### src/rtl/sfr_bus_master.sv
`default_nettype none
// ============================================================================
// Module   : sfr_bus_master
// Purpose  : Turns single core requests (byte/bit read, write and
//            read-modify-write) into strobes on an SFR bus with a fixed,
//            parameterised read latency, then returns a one-cycle response.
// Revision : 1.0 - initial release
// ----------------------------------------------------------------------------
// Ports
//   clock, reset       rising-edge clock; asynchronous active-high reset
//   req_valid/ready    request handshake (ready only while idle)
//   req_op[2:0]        000 WR_BYTE 001 WR_BIT 010 RD_BYTE 011 RD_BIT
//                      100 SETB 101 CLRB 110 CPLB 111 reserved
//   req_addr[7:0]      byte address (byte ops) or bit address (bit ops)
//   req_data[7:0]      WR_BYTE data;  req_bit  WR_BIT value
//   resp_valid         one-cycle completion pulse
//   resp_data[7:0]     byte read from the bus (0 for writes / reserved op)
//   resp_bit           selected bit before modification (bit ops)
//   resp_parity        XOR reduction of resp_data
//   resp_err           reserved op flag, valid with resp_valid
//   sfr_addr[7:0]      bus address
//   sfr_wdata[7:0]     byte write data (zero outside write strobes)
//   sfr_write_en       write strobe; sfr_write_bit_en marks a bit write
//   sfr_bit_out        bit write value (zero outside write strobes)
//   sfr_rd_en          read strobe;  sfr_rdata[7:0]  read data
// ============================================================================
module sfr_bus_master #(
  parameter int RD_LATENCY = 1
) (
  input  logic       clock,
  input  logic       reset,
  input  logic       req_valid,
  output logic       req_ready,
  input  logic [2:0] req_op,
  input  logic [7:0] req_addr,
  input  logic [7:0] req_data,
  input  logic       req_bit,
  output logic       resp_valid,
  output logic [7:0] resp_data,
  output logic       resp_bit,
  output logic       resp_parity,
  output logic       resp_err,
  output logic [7:0] sfr_addr,
  output logic [7:0] sfr_wdata,
  output logic       sfr_write_en,
  output logic       sfr_write_bit_en,
  output logic       sfr_bit_out,
  output logic       sfr_rd_en,
  input  logic [7:0] sfr_rdata
);

  typedef enum logic [2:0] {
    S_IDLE  = 3'd0,
    S_READ  = 3'd1,
    S_WAIT  = 3'd2,
    S_WRITE = 3'd3,
    S_RESP  = 3'd4
  } state_t;

  localparam logic [2:0] OP_WR_BYTE = 3'b000;
  localparam logic [2:0] OP_WR_BIT  = 3'b001;
  localparam logic [2:0] OP_RD_BYTE = 3'b010;
  localparam logic [2:0] OP_RD_BIT  = 3'b011;
  localparam logic [2:0] OP_SETB    = 3'b100;
  localparam logic [2:0] OP_CLRB    = 3'b101;
  localparam logic [2:0] OP_CPLB    = 3'b110;
  localparam logic [2:0] OP_RSV     = 3'b111;

  // READ covers the strobe cycle plus the first latency cycle; WAIT covers
  // the remaining RD_LATENCY-1 cycles and ends when the counter hits this.
  localparam logic       ONE_CYCLE = (RD_LATENCY <= 1);
  localparam logic [1:0] WAIT_LAST = 2'(RD_LATENCY - 2);

  state_t     state_q, state_d;
  logic [2:0] op_q, op_d;
  logic [7:0] addr_q, addr_d, data_q, data_d, cap_q, cap_d;
  logic       bit_q, bit_d;
  logic [1:0] cnt_q, cnt_d;
  logic       capture;

  logic       req_ready_d, resp_valid_d, resp_bit_d, resp_parity_d, resp_err_d;
  logic [7:0] resp_data_d, sfr_addr_d, sfr_wdata_d;
  logic       sfr_write_en_d, sfr_write_bit_en_d, sfr_bit_out_d, sfr_rd_en_d;
  logic       op_is_bit, op_reads;

  always_comb begin
    state_d = state_q;
    op_d    = op_q;
    addr_d  = addr_q;
    data_d  = data_q;
    bit_d   = bit_q;
    cnt_d   = cnt_q;
    cap_d   = cap_q;
    capture = 1'b0;

    case (state_q)
      S_IDLE: begin
        if (req_valid && req_ready) begin
          op_d   = req_op;
          addr_d = req_addr;
          data_d = req_data;
          bit_d  = req_bit;
          cnt_d  = 2'd0;
          case (req_op)
            OP_WR_BYTE, OP_WR_BIT: state_d = S_WRITE;
            // Reserved op spends one extra cycle in RESP so its response
            // lands with the same latency as a plain write.
            OP_RSV: begin
              state_d = S_RESP;
              cnt_d   = 2'd1;
            end
            default: state_d = S_READ;
          endcase
        end
      end
      S_READ: begin
        // sfr_rd_en is high only in the first READ cycle.
        if (!sfr_rd_en) begin
          if (ONE_CYCLE) begin
            capture = 1'b1;
          end else begin
            state_d = S_WAIT;
            cnt_d   = 2'd0;
          end
        end
      end
      S_WAIT: begin
        if (cnt_q >= WAIT_LAST) capture = 1'b1;
        else                    cnt_d = cnt_q + 2'd1;
      end
      S_WRITE: begin
        state_d = S_RESP;
        cnt_d   = 2'd0;
      end
      S_RESP: begin
        if (cnt_q != 2'd0) cnt_d = 2'd0;
        else               state_d = S_IDLE;
      end
      default: state_d = S_IDLE;
    endcase

    if (capture) begin
      cap_d   = sfr_rdata;
      cnt_d   = 2'd0;
      state_d = (op_q == OP_RD_BYTE || op_q == OP_RD_BIT) ? S_RESP : S_WRITE;
    end

    // Outputs are registered, so they are derived from the next state.
    op_is_bit = (op_d != OP_WR_BYTE) && (op_d != OP_RD_BYTE) && (op_d != OP_RSV);
    op_reads  = (op_d != OP_WR_BYTE) && (op_d != OP_WR_BIT) && (op_d != OP_RSV);

    req_ready_d        = (state_d == S_IDLE);
    sfr_rd_en_d        = (state_d == S_READ) && (state_q != S_READ);
    sfr_write_en_d     = (state_d == S_WRITE);
    sfr_write_bit_en_d = sfr_write_en_d && (op_d != OP_WR_BYTE);
    sfr_wdata_d        = (sfr_write_en_d && op_d == OP_WR_BYTE) ? data_d : 8'h00;

    sfr_addr_d = sfr_addr;
    if (sfr_rd_en_d)    sfr_addr_d = op_is_bit ? {addr_d[7:3], 3'b000} : addr_d;
    if (sfr_write_en_d) sfr_addr_d = addr_d;

    sfr_bit_out_d = 1'b0;
    if (sfr_write_en_d) begin
      case (op_d)
        OP_WR_BIT: sfr_bit_out_d = bit_d;
        OP_SETB:   sfr_bit_out_d = 1'b1;
        OP_CPLB:   sfr_bit_out_d = ~cap_d[addr_d[2:0]];
        default:   sfr_bit_out_d = 1'b0;
      endcase
    end

    resp_valid_d  = (state_d == S_RESP) && (cnt_d == 2'd0);
    resp_err_d    = resp_valid_d && (op_d == OP_RSV);
    resp_data_d   = resp_data;
    resp_bit_d    = resp_bit;
    resp_parity_d = resp_parity;
    if (resp_valid_d) begin
      resp_data_d   = op_reads ? cap_d : 8'h00;
      resp_bit_d    = (op_reads && op_is_bit) ? cap_d[addr_d[2:0]] : 1'b0;
      resp_parity_d = ^resp_data_d;
    end
  end

  always_ff @(posedge clock or posedge reset) begin
    if (reset) begin
      state_q          <= S_IDLE;
      op_q             <= 3'd0;
      addr_q           <= 8'h00;
      data_q           <= 8'h00;
      bit_q            <= 1'b0;
      cnt_q            <= 2'd0;
      cap_q            <= 8'h00;
      req_ready        <= 1'b1;
      resp_valid       <= 1'b0;
      resp_data        <= 8'h00;
      resp_bit         <= 1'b0;
      resp_parity      <= 1'b0;
      resp_err         <= 1'b0;
      sfr_addr         <= 8'h00;
      sfr_wdata        <= 8'h00;
      sfr_write_en     <= 1'b0;
      sfr_write_bit_en <= 1'b0;
      sfr_bit_out      <= 1'b0;
      sfr_rd_en        <= 1'b0;
    end else begin
      state_q          <= state_d;
      op_q             <= op_d;
      addr_q           <= addr_d;
      data_q           <= data_d;
      bit_q            <= bit_d;
      cnt_q            <= cnt_d;
      cap_q            <= cap_d;
      req_ready        <= req_ready_d;
      resp_valid       <= resp_valid_d;
      resp_data        <= resp_data_d;
      resp_bit         <= resp_bit_d;
      resp_parity      <= resp_parity_d;
      resp_err         <= resp_err_d;
      sfr_addr         <= sfr_addr_d;
      sfr_wdata        <= sfr_wdata_d;
      sfr_write_en     <= sfr_write_en_d;
      sfr_write_bit_en <= sfr_write_bit_en_d;
      sfr_bit_out      <= sfr_bit_out_d;
      sfr_rd_en        <= sfr_rd_en_d;
    end
  end

endmodule
`default_nettype wire

### config.mk
export PLATFORM = sky130hd
export DESIGN_NAME = sfr_bus_master
export DESIGN_NICKNAME = d
export VERILOG_FILES = /design/src/rtl/sfr_bus_master.sv
export SDC_FILE = /design/constraint.sdc
export NUM_CORES = 1
export LEC_CHECK = 0
export ABC_CLOCK_PERIOD_IN_PS = 5000
export BUFFER_PORTS_ARGS = -buffer_cell sky130_fd_sc_hd__buf_2
export CELL_PAD_IN_SITES_DETAIL_PLACEMENT = 2
export CELL_PAD_IN_SITES_GLOBAL_PLACEMENT = 2
export CORE_MARGIN = 5
export CORE_UTILIZATION = 37
export DETAILED_ROUTE_END_ITERATION = 10
export PLACE_DENSITY_LB_ADDON = 0.15
export SETUP_SLACK_MARGIN = 0.1
export SYNTH_ARGS = -nofsm -noshare
export SYNTH_HDL_FRONTEND = slang
export SYNTH_SLANG_ARGS = --single-unit
### constraint.sdc
create_clock -name clock -period 5 [get_ports clock]
set_clock_uncertainty 0.15 [all_clocks]
set_input_delay 0.25 -clock clock [delete_from_list [all_inputs] [get_ports clock]]
set_output_delay 0.25 -clock clock [all_outputs]
set_load 0.02 [all_outputs]
==> reports/results.tsv, run 1 <==
stage	metric	value	unit
outcome	status	finished, final reports clean	
power	Leak	1.81	nW
finish	Final Cell Area	3800	sq um
finish	multi-input logic area	1230	sq um
sta	Final TNS setup	0	ns
worst_setup_path	R2R cell count	6	
power	Clock Power Share	0.202	
global_route	GR Overflow Total	0	
finish	most frequent cells in the layout	65 x dfrtp_1, 63 x buf_2, 25 x inv_1, 21 x mux2_2, 16 x nand2_1	
power	peak supply drop	231	uV
floorplan	FP Rows	33	
clock_network	Post CTS Setup Buffer Count	0	
clock_network	clk sinks	66	
route	drt pass-1 iters	4	
clock_network	clock buffer depth	2	
finish	commonest non-fill, non-tap cell in the layout	dfrtp_1	
floorplan	CORE AREA	8130	sq um
yosys	Cells after Synth	277	
yosys	sequential-to-total area share from yosys stat	0.541	
sta	unrepaired setup endpoints after global routing	false	
yosys	Yosys reg bits	66	
placed_design	placed cell area	3450	sq um
floorplan	Die Ht	101	um
sta	Slew @ Worst Pin	0.971	ns
power	Power Internal	1.48	mW
finish	area delta synth->final	24.5	%
finish	share of cells above drive strength 1	0.318	
worst_setup_path	CP Cell Sequence	nand4b_1 -> a21oi_2 -> mux2i_1 -> a2111oi_0 -> nor4_1 -> o211a_1	
sta	fin crit period	3.36	ns
route	Vias	2389	
finish	Sequential cell area	1650	sq um
worst_setup_path	Critical Path Slowest Stage Cell	a21oi_2	
yosys	predominant post-synthesis flop cell	dfrtp_1	
placed_design	port bufs	63	
floorplan	io pins	64	
route	final wirelength	8710	um
sta	Peak Freq	297	MHz
finish	Layout Nets	385	
power	PD cells	672	nW/um^2
global_route	all-layer global routing usage	0.184	
yosys	syn nets	308	
worst_setup_path	Critical Path Max Stage Delay	0.84	ns
route	Remaining DRCs	0	
worst_hold_path	HP Class	in2async	
worst_setup_path	Req. time, crit path	5.14	ns
route	DRT iter0 DRCs	45	
finish	Antenna diodes	0	
power	Sw Ratio	0.420	
power	P_sw	1.07	mW
worst_setup_path	CP max FO	20	
floorplan	die area	10200	sq um
global_route	first-pass GRT wire length	14100	um
clock_network	clk_lat worst skew	0.35	ns
yosys	Post-synth EDFFs	0	
clock_network	number of CTS-inserted buffers	9	
global_route	largest net degree at the start of global routing	67	
route	drt wl/cell	18.8	um
clock_network	Clock Tree Root	clkbuf_8	
yosys	Avg Inst Size Synth	11.0	sq um
sta	Final Setup Violations	0	
route	Via density	5.15	
clock_network	post_cts resized	0	
floorplan	Initial Utilization	0.375	
job	Max-cap violations	0	
clock_network	CTS tree	built	
sta	Slew HR	0.353	
sta	Slew Limit Fails	0	
power	Seq pwr share	0.355	
global_route	initial antenna violation count	0	
global_route	vias in the first global route	2743	
finish	fillers	877	
clock_network	Clock Pin Slew Worst Setup and Hold Paths	0.08	ns
sta	Final period util	0.673	
placed_design	GPL Wtd Cong	0.824	
placed_design	post-DP HPWL	6150	um
yosys	asr flop ratio synth	1.00	
yosys	Synth Cell Area	3050	sq um
yosys	post-synth cell types	49	
worst_setup_path	Worst EP arrival	3.50	ns
floorplan	DIE WIDTH	101	um
clock_network	CTS H-tree depth	3	
power	Comb pwr share	0.443	
sta	final hold violation count	0	
worst_setup_path	crit path capture type	register	
route	Final ANT Viol Nets	0	
worst_setup_path	crit path launch type	register	
yosys	Yosys warning count	0	
worst_setup_path	Crit Path Category	reg2reg	
==> Yosys cell counts (2+ instances only) <==
cell type  number  area (sq um)
dfrtp_1        65          1630
inv_1          26          97.6
mux2_2         21           236
nand2_1        16          60.1
a21oi_1        15          75.1
nor2_1         15          56.3
xnor2_1        12           105
nor2b_1        10          62.6
o21ai_0        10          50.1
o31ai_1         9          67.6
nand3_1         8          40.0
a2111oi_0       4          35.0
a211oi_1        4          30.0
a221oi_1        4          35.0
clkbuf_1        4          15.0
mux2i_1         4          40.0
nand2b_1        4          25.0
buf_1           3          11.3
buf_6           3          33.8
o22ai_1         3          18.8
xor2_1          3          26.3
and2_1          2          12.5
buf_2           2          10.0
nand3b_1        2          15.0
nand4b_1        2          17.5
nor3_1          2          10.0
nor4b_1         2          17.5
==> registers in the layout, indices dropped and copies added (netlist names), 2 cells and up <==
name       cells
sfr_addr       8
cap_q          8
state_q        3
resp_data      8
data_q         8
sfr_wdata      8
cnt_q          2
addr_q         8
op_q           3
==> stage by stage <==
step	hold WS (ns)	power, mW	util	instances	setup WS, ns
floorplan	0.227	1.72	-	277	2.62
global placement	0.308	2.01	0.424	435	1.76
detailed placement	0.322	2.05	0.424	435	1.62
CTS	0.0131	2.60	0.467	464	1.61
global route	0.0129	2.74	0.467	464	1.30
finish	0.0111	2.55	0.467	464	1.64
==> metal layers <==
layer,global-route usage,vias up,routed length [um]
li1,-,1128,-
met2,0.318,50,4400
met4,0.0715,0,138
met1,0.216,1198,3680
met3,0.0498,13,490
met5,0,-,0
==> timing repair <==
item,4_1_cts,5_1_grt
hold endpoints to repair,13,0
endpoints found under the setup margin,0,0
hold buffers,13,0
==> cell families (layout without fill, tap and decap cells) <==
family,after synthesis,in the layout,share of synthesized area
AO/OA/AOI/OAI,58,58,0.131
XOR/XNOR,15,15,0.0430
buffers and inverters,38,120,0.0549
flip-flops,66,66,0.541
multiplexers,25,25,0.0906
AND/OR/NAND/NOR,75,75,0.139
==> final timing paths <==
check	from	endpoint	slack, ns
worst max-delay path	state_q[1]	sfr_bit_out	1.64
worst min-delay path	reset	cap_q[2]	0.01
worst max register to register	state_q[1]	sfr_bit_out	1.64
worst min register to register	resp_parity	resp_parity	0.34
max in group asynchronous	reset	data_q[0]	4.15
min in group clock	req_addr[4]	addr_q[4]	0.03
==> worst max-delay path: cells and delay by family, from the launching register on <==
kind / cells / cell delay, ns
muxes: 1 / 0.41
and+or+nand+nor: 2 / 0.78
AOI/OAI and AO/OA: 3 / 1.24
DFF: 1 / 0.74
==> area by class of cell <==
cell class,count,area share
sequential,66,0.435
timing repair buffer,78,0.121
tap,105,0.0346
inverter,26,0.0257
clock buffer,9,0.0326
clock inverter,7,0.0263
multi-input combinational,173,0.325
==> power groups by stage <==
stage          Combinational [mW]  Sequential [mW]  Clock (mW)
2_1_floorplan               0.780            0.938           0
3_3_place_gp                 1.10            0.910           0
3_5_place_dp                 1.13            0.919           0
4_1_cts                      1.15            0.912       0.532
5_1_grt                      1.25            0.938       0.555
6_report                     1.13            0.907       0.516
Note: power is estimated with default switching activity, not from simulation.
==> run 2, diff against run 1 <==
ABC_CLOCK_PERIOD_IN_PS = 3260   (was 5000)
CORE_UTILIZATION = 35   (was 37)
clock period = 3.26 ns   (was 5 ns; I/O delays follow)
==> run 2 against run 1 <==
Effect of this change:
- combinational power is 64% higher
- design area rose by 4.6%
- setup slack worse by 1.3 ns
- clock power increased by 52%
- via count grew 4.1%
- routed wire length increased by 3.1%
- sequential share of layout area fell by 1.9 points
- first-iteration DRC count down 6.7%
- flip-flop and latch count did not move
- critical endpoint unchanged
- largest power group unchanged
==> reports/results.tsv, run 2 (synthesis gave the netlist of run 1 again) <==
stage	metric	value	unit
finish	fillers	894	
finish	area delta synth->final	30.3	%
global_route	largest net degree at the start of global routing	25	
placed_design	post-DP HPWL	6560	um
global_route	initial antenna violation count	0	
sta	Peak Freq	345	MHz
sta	Slew HR	0.591	
sta	Final TNS setup	0	ns
power	Leak	1.90	nW
route	Via density	5.13	
sta	Slew @ Worst Pin	0.613	ns
clock_network	Post CTS Setup Buffer Count	0	
route	Vias	2488	
power	peak supply drop	346	uV
finish	commonest non-fill, non-tap cell in the layout	dfrtp_1	
floorplan	io pins	64	
placed_design	port bufs	63	
sta	final hold slack	0.00625	ns
finish	Final Cell Area	3980	sq um
finish	Layout Nets	403	
global_route	first-pass GRT wire length	14600	um
floorplan	Initial Utilization	0.355	
finish	share of cells above drive strength 1	0.324	
floorplan	DIE WIDTH	103	um
route	DRT iter0 DRCs	42	
worst_setup_path	Worst EP arrival	3.02	ns
clock_network	Clock Pin Slew Worst Setup and Hold Paths	0.08	ns
floorplan	Die Ht	103	um
placed_design	Cell Count Post-Placement	446	
worst_setup_path	CP max FO	13	
power	PD cells	1010	nW/um^2
floorplan	die area	10700	sq um
clock_network	CTS H-tree depth	3	
placed_design	placed cell area	3520	sq um
worst_setup_path	Req. time, crit path	3.39	ns
sta	unrepaired setup endpoints after global routing	false	
clock_network	CTS tree	built	
floorplan	CORE AREA	8590	sq um
sta	Final period util	0.888	
worst_setup_path	Crit Path Category	reg2reg	
clock_network	clk sinks	66	
worst_hold_path	worst hold stages	3	
route	drt pass-1 iters	4	
placed_design	GPL Wtd Cong	0.828	
clock_network	clock buffer depth	2	
job	Max-cap violations	0	
clock_network	CTS Hold Bufs	23	
route	final wirelength	8980	um
worst_setup_path	Reg2Reg Setup Slack	0.37	ns
finish	Antenna diodes	0	
finish	fin cells	485	
clock_network	post_cts resized	0	
route	drt wl/cell	18.5	um
global_route	vias in the first global route	2798	
worst_setup_path	crit path launch type	register	
finish	Sequential cell area	1650	sq um
route	Final ANT Viol Nets	0	
sta	final hold violation count	0	
floorplan	FP Rows	34	
sta	Final Setup Violations	0	
clock_network	number of CTS-inserted buffers	9	
clock_network	Clock Tree Root	clkbuf_8	
sta	fin crit period	2.89	ns
global_route	GR Overflow Total	0	
finish	utilization after layout	0.463	
worst_setup_path	crit path capture type	register	
finish	most frequent cells in the layout	65 x dfrtp_1, 63 x buf_2, 25 x inv_1, 23 x dlygate4sd3_1, 21 x mux2_2	
finish	multi-input logic area	1230	sq um
sta	Slew Limit Fails	0	
route	Remaining DRCs	0	
global_route	all-layer global routing usage	0.182	
worst_setup_path	R2R cell count	6	
worst_hold_path	HP Class	in2reg	
clock_network	clk_lat worst skew	0.34	ns
outcome	status	finished, final reports clean	
-- run 2: worst max-delay path: stages (launching register included) --
cell and delay [ns]:
dfrtp_1 0.54, or3b_4 0.44, a21oi_2 0.47, mux2i_1 0.36
a2111oi_0 0.15, nor4_1 0.49, o211a_1 0.23
-- run 2: area by class of cell --
type                            count  share of cell area
Tap cell                          108              0.0340
Sequential cell                    66               0.416
Clock buffer                        9              0.0311
Timing Repair Buffer               96               0.159
Inverter                           26              0.0245
Clock inverter                      7              0.0252
Multi-Input combinational cell    173               0.310
-- run 2: power breakdown --
group	internal (mW)	switching (mW)	total (mW)
clock	0.437	0.348	0.786
combinational	0.767	1.08	1.85
sequential	1.15	0.232	1.38
total	2.35	1.67	4.02
-- run 2: metal layers --
layer,share of wire,track usage,routed length [um]
met2,0.50,0.305,4490
met4,0.0085,0.0388,76
met3,0.061,0.0637,552
met1,0.43,0.228,3850
met5,0,0,0
-- run 2: stage by stage --
step,power [mW],setup WS (ns)
after global routing,4.33,0.128
after CTS,4.07,0.334
after detailed placement,3.24,0.392
after floorplan,2.63,0.881
after global placement,3.16,0.508
final,4.02,0.366
-- run 2: path summary, 6_finish.rpt --
| check | from | endpoint |
|---|---|---|
| setup / recovery | state_q[0] | sfr_bit_out |
| hold / removal | req_op[1] | op_q[1] |
| setup reg to reg | state_q[0] | sfr_bit_out |
| hold reg to reg | resp_data[1] | resp_data[1] |
| max in group asynchronous | reset | req_ready |
| min in group asynchronous | reset | sfr_addr[3] |
